==> config.mk <==
export PLATFORM = sky130hd
export DESIGN_NAME = updi_uart_8e2
export DESIGN_NICKNAME = d
export VERILOG_FILES = /design/src/rtl/updi_uart_8e2.sv
export SDC_FILE = /design/constraint.sdc
export NUM_CORES = 1
export LEC_CHECK = 0
export ABC_AREA = 1
export CORE_MARGIN = 1.5
export CORE_UTILIZATION = 60
export CTS_CLUSTER_DIAMETER = 50
export DETAILED_ROUTE_END_ITERATION = 16
export DONT_BUFFER_PORTS = 1
export PLACE_DENSITY = 0.86
export RECOVER_POWER = 50
export SYNTH_ARGS = -nofsm -noshare
export SYNTH_HDL_FRONTEND = slang
export SYNTH_SLANG_ARGS = --single-unit
==> constraint.sdc <==
create_clock -name i_clk -period 2.89 [get_ports i_clk]
set_clock_uncertainty 0.05 [all_clocks]
set_input_delay 0.289 -clock i_clk [delete_from_list [all_inputs] [get_ports i_clk]]
set_output_delay 0.289 -clock i_clk [all_outputs]
set_load 0.05 [all_outputs]
==> src/rtl/updi_uart_8e2.sv <==
// updi_uart_8e2: single-wire half-duplex UART for the UPDI pad, 8E2 framing
// (start, 8 data bits LSB-first, even parity, 2 stop bits). TX and RX share one FSM.
//
// Optional feature macro: UPDI_UART_ECHO_CHECK_EN
//   defined   : TX echo is compared against the driven bit at each mid-bit and
//               o_tx_collision pulses when the pad is released after a mismatch.
//   undefined : o_tx_collision is tied low; the pad is not observed during TX.
//
// Ports:
//   i_clk, i_rst       clock; synchronous active-high reset
//   i_tx_data/valid    byte to send; o_tx_ready accepts on i_tx_valid & o_tx_ready
//   o_rx_data/valid    received byte with 1-cycle valid pulse
//   o_rx_parity_err    qualifies o_rx_valid: parity mismatch
//   o_rx_frame_err     qualifies o_rx_valid: a stop bit sampled low
//   o_rx_break         1-cycle pulse: all 12 bit samples low
//   o_tx_collision     1-cycle pulse at TX frame end when echo mismatched
//   o_busy             FSM not idle
//   o_updi_oe/out      pad output enable / drive value
//   i_updi_in          asynchronous pad input
module updi_uart_8e2 #(
  parameter int unsigned CLKS_PER_BIT = 16
) (
  input  logic       i_clk,
  input  logic       i_rst,
  input  logic [7:0] i_tx_data,
  input  logic       i_tx_valid,
  output logic       o_tx_ready,
  output logic [7:0] o_rx_data,
  output logic       o_rx_valid,
  output logic       o_rx_parity_err,
  output logic       o_rx_frame_err,
  output logic       o_rx_break,
  output logic       o_tx_collision,
  output logic       o_busy,
  output logic       o_updi_oe,
  output logic       o_updi_out,
  input  logic       i_updi_in
);

  localparam int unsigned CNT_BITS = $clog2(CLKS_PER_BIT);
  localparam logic [CNT_BITS-1:0] CNT_MAX  = CNT_BITS'(CLKS_PER_BIT - 1);
  localparam logic [CNT_BITS-1:0] CNT_HALF = CNT_BITS'(CLKS_PER_BIT / 2 - 1);

  typedef enum logic [2:0] {
    StIdle,
    StTxBits,
    StRxStart,
    StRxBits,
    StRxWaitIdle
  } state_t;

  state_t              r_state, w_state_nxt;
  logic                r_sync1, r_sync2;
  logic [CNT_BITS-1:0] r_cnt, w_cnt_nxt;
  logic [3:0]          r_bit, w_bit_nxt;
  logic [11:0]         r_tx_shift, w_tx_shift_nxt;
  logic [10:0]         r_rx_shift, w_rx_shift_nxt;
  logic                r_oe, w_oe_nxt;
  logic                r_out, w_out_nxt;
  logic [7:0]          r_rx_data, w_rx_data_nxt;
  logic                r_rx_valid, w_rx_valid_nxt;
  logic                r_par_err, w_par_err_nxt;
  logic                r_frm_err, w_frm_err_nxt;
  logic                r_break, w_break_nxt;
  logic                r_busy;

  logic                w_sync_in;
  logic                w_tx_ready;
  logic                w_accept;
  logic                w_tx_release;
  logic [10:0]         w_rx_frame;

  assign w_sync_in    = r_sync2;
  assign w_tx_ready   = (r_state == StIdle) & w_sync_in & ~i_rst;
  assign w_accept     = i_tx_valid & w_tx_ready;
  // The frame is released one full bit after the last (stop2) bit started driving.
  assign w_tx_release = (r_state == StTxBits) && (r_cnt == '0) && (r_bit == 4'd12);
  // Shifter contents as they will be after the current sample is taken.
  assign w_rx_frame   = {w_sync_in, r_rx_shift[10:1]};

  always_ff @(posedge i_clk) begin
    if (i_rst) begin
      r_state    <= StIdle;
      r_sync1    <= 1'b1;
      r_sync2    <= 1'b1;
      r_cnt      <= '0;
      r_bit      <= '0;
      r_tx_shift <= '1;
      r_rx_shift <= '0;
      r_oe       <= 1'b0;
      r_out      <= 1'b1;
      r_rx_data  <= '0;
      r_rx_valid <= 1'b0;
      r_par_err  <= 1'b0;
      r_frm_err  <= 1'b0;
      r_break    <= 1'b0;
      r_busy     <= 1'b0;
    end else begin
      r_state    <= w_state_nxt;
      r_sync1    <= i_updi_in;
      r_sync2    <= r_sync1;
      r_cnt      <= w_cnt_nxt;
      r_bit      <= w_bit_nxt;
      r_tx_shift <= w_tx_shift_nxt;
      r_rx_shift <= w_rx_shift_nxt;
      r_oe       <= w_oe_nxt;
      r_out      <= w_out_nxt;
      r_rx_data  <= w_rx_data_nxt;
      r_rx_valid <= w_rx_valid_nxt;
      r_par_err  <= w_par_err_nxt;
      r_frm_err  <= w_frm_err_nxt;
      r_break    <= w_break_nxt;
      r_busy     <= (w_state_nxt != StIdle);
    end
  end

  always_comb begin
    w_state_nxt    = r_state;
    w_cnt_nxt      = r_cnt;
    w_bit_nxt      = r_bit;
    w_tx_shift_nxt = r_tx_shift;
    w_rx_shift_nxt = r_rx_shift;
    w_oe_nxt       = r_oe;
    w_out_nxt      = r_out;
    w_rx_data_nxt  = r_rx_data;
    w_rx_valid_nxt = 1'b0;
    w_par_err_nxt  = 1'b0;
    w_frm_err_nxt  = 1'b0;
    w_break_nxt    = 1'b0;

    unique case (r_state)
      StIdle: begin
        w_oe_nxt  = 1'b0;
        w_out_nxt = 1'b1;
        w_cnt_nxt = '0;
        w_bit_nxt = '0;
        if (w_accept) begin
          w_tx_shift_nxt = {2'b11, ^i_tx_data, i_tx_data, 1'b0};
          w_state_nxt    = StTxBits;
        end else if (!w_sync_in) begin
          w_state_nxt = StRxStart;
        end
      end

      StTxBits: begin
        w_cnt_nxt = (r_cnt == CNT_MAX) ? '0 : r_cnt + 1'b1;
        // A new bit goes onto the pad each time the timer is at zero.
        if (r_cnt == '0) begin
          if (w_tx_release) begin
            w_oe_nxt    = 1'b0;
            w_out_nxt   = 1'b1;
            w_state_nxt = StIdle;
          end else begin
            w_oe_nxt       = 1'b1;
            w_out_nxt      = r_tx_shift[0];
            w_tx_shift_nxt = {1'b1, r_tx_shift[11:1]};
            w_bit_nxt      = r_bit + 1'b1;
          end
        end
      end

      StRxStart: begin
        if (r_cnt == CNT_HALF) begin
          w_cnt_nxt   = '0;
          w_bit_nxt   = '0;
          w_state_nxt = w_sync_in ? StIdle : StRxBits;
        end else begin
          w_cnt_nxt = r_cnt + 1'b1;
        end
      end

      StRxBits: begin
        if (r_cnt == CNT_MAX) begin
          w_cnt_nxt      = '0;
          w_rx_shift_nxt = w_rx_frame;
          w_bit_nxt      = r_bit + 1'b1;
          // Stop2 sample lands mid-bit, so the FSM is ready half a bit early.
          if (r_bit == 4'd10) begin
            if (w_rx_frame == '0) begin
              w_break_nxt = 1'b1;
              w_state_nxt = StRxWaitIdle;
            end else begin
              w_rx_valid_nxt = 1'b1;
              w_rx_data_nxt  = w_rx_frame[7:0];
              w_par_err_nxt  = ^w_rx_frame[8:0];
              w_frm_err_nxt  = ~(w_rx_frame[9] & w_rx_frame[10]);
              w_state_nxt    = w_rx_frame[10] ? StIdle : StRxWaitIdle;
            end
          end
        end else begin
          w_cnt_nxt = r_cnt + 1'b1;
        end
      end

      StRxWaitIdle: begin
        // Counts consecutive high cycles; any low restarts the count.
        if (!w_sync_in) begin
          w_cnt_nxt = '0;
        end else if (r_cnt == CNT_MAX) begin
          w_cnt_nxt   = '0;
          w_state_nxt = StIdle;
        end else begin
          w_cnt_nxt = r_cnt + 1'b1;
        end
      end

      default: begin
        w_state_nxt = StIdle;
      end
    endcase
  end

`ifdef UPDI_UART_ECHO_CHECK_EN
  localparam logic [CNT_BITS-1:0] CNT_MID = CNT_BITS'(CLKS_PER_BIT / 2);

  // Two-stage copy of the driven value lines up with the synchroniser delay.
  logic r_out_d1, r_out_d2;
  logic r_collide, w_collide_nxt;
  logic r_tx_collision, w_tx_collision_nxt;

  always_ff @(posedge i_clk) begin
    if (i_rst) begin
      r_out_d1       <= 1'b1;
      r_out_d2       <= 1'b1;
      r_collide      <= 1'b0;
      r_tx_collision <= 1'b0;
    end else begin
      r_out_d1       <= r_out;
      r_out_d2       <= r_out_d1;
      r_collide      <= w_collide_nxt;
      r_tx_collision <= w_tx_collision_nxt;
    end
  end

  always_comb begin
    w_collide_nxt      = r_collide;
    w_tx_collision_nxt = 1'b0;
    if (r_state == StIdle) begin
      w_collide_nxt = 1'b0;
    end
    if ((r_state == StTxBits) && (r_cnt == CNT_MID) && (r_bit != 4'd0) &&
        (w_sync_in != r_out_d2)) begin
      w_collide_nxt = 1'b1;
    end
    if (w_tx_release) begin
      w_tx_collision_nxt = r_collide;
    end
  end

  assign o_tx_collision = r_tx_collision;
`else
  assign o_tx_collision = 1'b0;
`endif

  assign o_tx_ready      = w_tx_ready;
  assign o_rx_data       = r_rx_data;
  assign o_rx_valid      = r_rx_valid;
  assign o_rx_parity_err = r_par_err;
  assign o_rx_frame_err  = r_frm_err;
  assign o_rx_break      = r_break;
  assign o_busy          = r_busy;
  assign o_updi_oe       = r_oe;
  assign o_updi_out      = r_out;

endmodule

# [After elaboration in Yosys (flattened, before gate mapping)]
# Index checks and enable logic that the tools add are counted.
[classes] eq_ne=13 n_shift=0 reduce_logical=19 addsub=2 multipliers=0 n_mux=34 order_cmp=0 div_mod_pow=0 n_bitwise=10
[op_table] cell="$mux 12" n=3
[op_table] cell="$mux 3" n=11
[op_table] cell="$pmux 4 s4" n=2
[op_table] cell="$mux 4" n=7
[op_table] cell="$pmux 12 s2" n=1
[op_table] cell="$pmux 3 s5" n=1
[op_table] cell="$eq 4x4->1 const B" n=3
[op_table] cell="$logic_not 11->1" n=1
[op_table] cell="$reduce_xor 9->1" n=1
[op_table] cell="$add 4x1->4 const B" n=2
[op_table] cell="$ne 2x2->1 const B" n=4
[op_table] cell="$reduce_and 4->1" n=2
[op_table] cell="$reduce_bool 4->1" n=2
[op_table] cell="$reduce_xor 8->1" n=1
[op_table] cell="$eq 3x2->1 const B" n=2
[op_table] cell="$mux 1" n=6
[op_table] cell="$not 1->1" n=6
[op_table] cell="$reduce_and 5->1" n=1
[op_table] cell="$reduce_or 5->1" n=1
[op_table] cell="$and 1x1->1" n=4
[op_table] cell="$eq 4x3->1 const B" n=1
[op_table] cell="$logic_not 4->1" n=1
[op_table] cell="$pmux 1 s2" n=2
[op_table] cell="$reduce_and 2->1" n=2
[op_table] cell="other kinds (10)" n=11
[totals] mem_bits_rw=0 inputBits=12 n_memories=0 wordCells=93 latchBits=0 mem_bits_ro=0 register_bits=51 output_inout_bits=17

# [Logic depth before layout (Yosys ltp)]
[depth] ltp_word=7 mapped_depth=10 depth_no_buf=10

# [Worst setup path before layout]
# OpenSTA, ideal clock, no wires.
[synth_path] kind="register to output" start="reg r_state[1]" end="out o_tx_ready" t_arrival_ns=1.338 stages_incl_launch_ff=6 path_slack_ns=1.213 required_ns=2.551 n_path_buf=0 cell_sequence="dfxtp_1 > inv_2 > nand2_1 > nor2_2 > inv_1 > nor2_1"
[synth_via] elab_chain_cells=3
[synth_lines] item="start, declared" line_no="52" text="state_t r_state, w_state_nxt;"
[synth_lines] item="start signal, assigned" line_no="83" text="r_state <= StIdle;"
[synth_lines] item="start signal, assigned" line_no="99" text="r_state <= w_state_nxt;"
[synth_lines] item="$logic_not 3->1" line_no="74" text="assign w_tx_ready = (r_state == StIdle) & w_sync_in & ~i_rst;"
[synth_lines] item="$and 1x1->1 (2 in a row)" line_no="74"
[synth_lines] item="end, declared" line_no="27" text="output logic o_tx_ready,"
# No other way between the ends.

# [Final worst setup path]
[layout_path] start="reg r_cnt[0]" end="reg r_rx_data[1] (netlist: o_rx_data[1])"
[layout_via] elab_chain_cells=2
[layout_lines] item="start, declared" line_no="54" text="logic [CNT_BITS-1:0] r_cnt, w_cnt_nxt;"
[layout_lines] item="start signal, assigned" line_no="102" text="r_cnt <= w_cnt_nxt;"
[layout_lines] item="$eq 4x4->1" line_no="173" text="if (r_cnt == CNT_MAX) begin"
[layout_lines] item="$reduce_and 4->1 (no source line)"
[layout_lines] item="end signal, assigned" line_no="108" text="r_rx_data <= w_rx_data_nxt;"
[layout_lines] item="end, declared" line_no="60" text="logic [7:0] r_rx_data, w_rx_data_nxt;"
# No other way between the ends.
# A chain may end at the register's enable or synchronous reset.

==> impl_metrics.tcl <==
set metrics [dict create \
    start_kind "flop" \
    core_area_sq_mm 0.00377 \
    die_h_um 66.7 \
    arrival_ps 2270 \
    avgSynthCellArea_sq_um 6.80 \
    drtIter0Drc 139 \
    worstReg2RegEnd "o_rx_data[1]$_SDFFE_PP0P_" \
    netlist_instances 358 \
    clock_latency_ps 300 \
    yosysWarnings 0 \
    antenna_found_initial 0 \
    drc 0 \
    fill_cells 324 \
    end_kind "flop" \
    final_util 0.675 \
    first_global_vias 1905 \
    relSlewSlack 0.623 \
    hold_path_class "in2reg" \
    antennaDiodeCount 0 \
    ys_ff_latch 48 \
    powerDensity_mw_per_mm2 517 \
    crit_fanout 21 \
    via_per_inst 5.18 \
    routedWlPerCell_um 11.8 \
    wl_um 4810 \
    period_share 0.734 \
    ant_nets 0 \
    first_pass_iters 4 \
    critPathKind "reg2reg" \
    reg2regPathDepth 10 \
    critPathMaxStageDelay_ps 390 \
    max_freq_mhz 471 \
    cts_made_buffers 5 \
    dp_hpwl_um 3540 \
    gp_congestion 0.938 \
    critPathRequiredTime_ps 3040 \
    p_leak_nw 1.25 \
    initial_utilization 0.646 \
    worst-slew-pin-transition_ps 563 \
    ir_drop_mv 0.430 \
    cts_root_buf "clkbuf_8" \
    grt_pass1_wl_um 8140 \
    cts.sinks 48 \
    crit_slowest_cell "dfxtp_1" \
    io_pins 29 \
    vias 2109 \
    h-tree-depth 2 \
    row_count 22 \
    syn2layout_area_growth_pct 4.52 \
    r2r_setup_slack_ps 770 \
    r2r-start "r_cnt[0]$_SDFFE_PP0P_" \
    power_mw 1.32 \
    cp-startpoint "r_cnt[0]$_SDFFE_PP0P_" \
    setup_viol 0 \
    die-width_um 66.7 \
    port_buffers 0 \
    track_usage 0.239 \
    hold_viol 0 \
    synth.distinct_cells 29 \
    tns_ps 0 \
    syn_nets 379 \
    hold_start "i_rst" \
    cts_tree "built" \
    min_path_cells 1 \
    syn_area_sq_mm 0.00243 \
    overflow 0 \
    maxSlewViolCount 0 \
    min_period_ps 2120 \
    min_to "o_rx_break$_SDFF_PP0_" \
    rsz0062_at_grt "false" \
    nets 379 \
    post_cts_buffers 0 \
    grt_max_degree 22 \
    status "finished clean" \
    maxCapViolCount 0 \
    post_cts_resize_count 0 \
    path_clk_slew_ps 80 \
    drive_above_1_share 0.0613 \
    ys_seq_area_frac 0.395 \
    worstPathCellList "ha_1, nand3_1, clkinv_1, nand2_1, inv_2, nand2_2, nor2_8, inv_2, nor2_1, nor2_1" \
    die_area_sq_mm 0.00445 \
    cts_max_path_buffers 2 \
]
-- synthesized netlist by cell type --
cell | count | area [sq um]
ha_1 | 9 | 113
xor2_1 | 2 | 17.5
nor2_4 | 1 | 11.3
nor2_1 | 40 | 150
nor2_2 | 1 | 6.26
nor2_8 | 1 | 20.0
inv_2 | 6 | 22.5
nand2_2 | 3 | 18.8
nand2_1 | 95 | 357
nor4_1 | 1 | 6.26
conb_1 | 1 | 3.75
nand3_2 | 2 | 20.0
buf_1 | 1 | 3.75
or2_2 | 3 | 18.8
dfxtp_1 | 48 | 961
nand3b_1 | 3 | 22.5
o21ai_0 | 29 | 145
o21ai_1 | 5 | 25.0
xnor2_1 | 3 | 26.3
a21oi_1 | 20 | 100
buf_4 | 2 | 15.0
inv_1 | 43 | 161
buf_2 | 3 | 15.0
o22ai_1 | 1 | 6.26
nand3_1 | 25 | 125
nand4_1 | 5 | 31.3
buf_6 | 1 | 11.3
nor3_2 | 1 | 10.0
clkbuf_1 | 3 | 11.3
-- metal layers --
metal | part of all wire | vias up | track usage | routed length [um]
met2 | 0.45 | 53 | 0.365 | 2150
met1 | 0.49 | 920 | 0.328 | 2350
met3 | 0.052 | 6 | 0.0490 | 250
met4 | 0.011 | 0 | 0.102 | 55
li1 | - | 1130 | - | -
met5 | 0 | - | 0 | 0
-- cell type report --
type / count / area (sq um) / area share
clock inverters: 1 / 7.51 / 0.00295
multi-input cells: 251 / 1220 / 0.480
well taps: 48 / 60.1 / 0.0236
repair buffers: 3 / 25.0 / 0.00983
flip-flops and latches: 48 / 961 / 0.378
inverters: 49 / 184 / 0.0723
clock buffers: 7 / 86.3 / 0.0339
-- worst max-delay path: cells and delay by family (launching register included) --
kind          cells  cell delay, ps
fa+ha+maj         1             250
buf+inv           3             350
flops             1             390
simple gates      6             980
-- cell usage in the layout (no fill, tap or decap), drive strengths merged --
master       count
nor3             1
buf              2
clkinvlp         1
ha               9
nand4            5
nand2           98
conb             1
nor4             1
o21ai           34
clkinv           1
or2              3
nand3b           3
inv             48
xor2             2
dfxtp           48
nor2            43
clkbuf           7
o22ai            1
dlygate4sd3      1
xnor2            3
nand3           27
a21oi           20
-- state kept, by name, indices dropped and copies added, names as in the netlist, 3 cells and up --
register and cells:
r_bit 4, r_tx_shift 10, r_state 3, r_rx_shift 10
o_rx_data 8, r_cnt 4
-- repair_timing --
item,4_1_cts,5_1_grt
endpoints found under the hold margin,5,0
setup endpoints to repair,0,0
hold buffers,1,0
-- kinds of logic after synthesis --
family | synth area share
AND/OR/NAND/NOR | 0.327
buffers and inverters | 0.0987
AO/OA/AOI/OAI | 0.114
flip-flops | 0.395
adder cells (fa/ha/maj) | 0.0462
XOR/XNOR | 0.0180
other | 0.00154
-- stage by stage --
stage / hold slack, ps / instance area [sq um] / std cells / worst slack [ps]
6_report: 20.7 / 2540 / 407 / 769
5_1_grt: 16.8 / 2540 / 407 / 455
3_3_place_gp: 311 / 2450 / 398 / 927
3_5_place_dp: 314 / 2450 / 398 / 843
4_1_cts: 15.7 / 2560 / 407 / 825
2_1_floorplan: 339 / 2430 / 358 / 1210
-- report_power, final --
group	leakage, nW	internal [mW]	switching (mW)
combinational	0.812	0.0598	0.119
clock	0.0445	0.195	0.219
sequential	0.391	0.692	0.0311
-- how the worst max path moves through the flow --
stage	to	slack (ps)	depth (start not counted)
3_5_place_dp	o_rx_data[3]$_SDFFE_PP0P_	840	10
5_1_grt	o_rx_data[1]$_SDFFE_PP0P_	450	10
2_1_floorplan	o_tx_ready	1210	5
6_report	o_rx_data[1]$_SDFFE_PP0P_	770	10
4_1_cts	o_rx_data[5]$_SDFFE_PP0P_	820	10
3_3_place_gp	o_rx_data[0]$_SDFFE_PP0P_	930	10
Note: power is estimated with default switching activity, not from simulation.
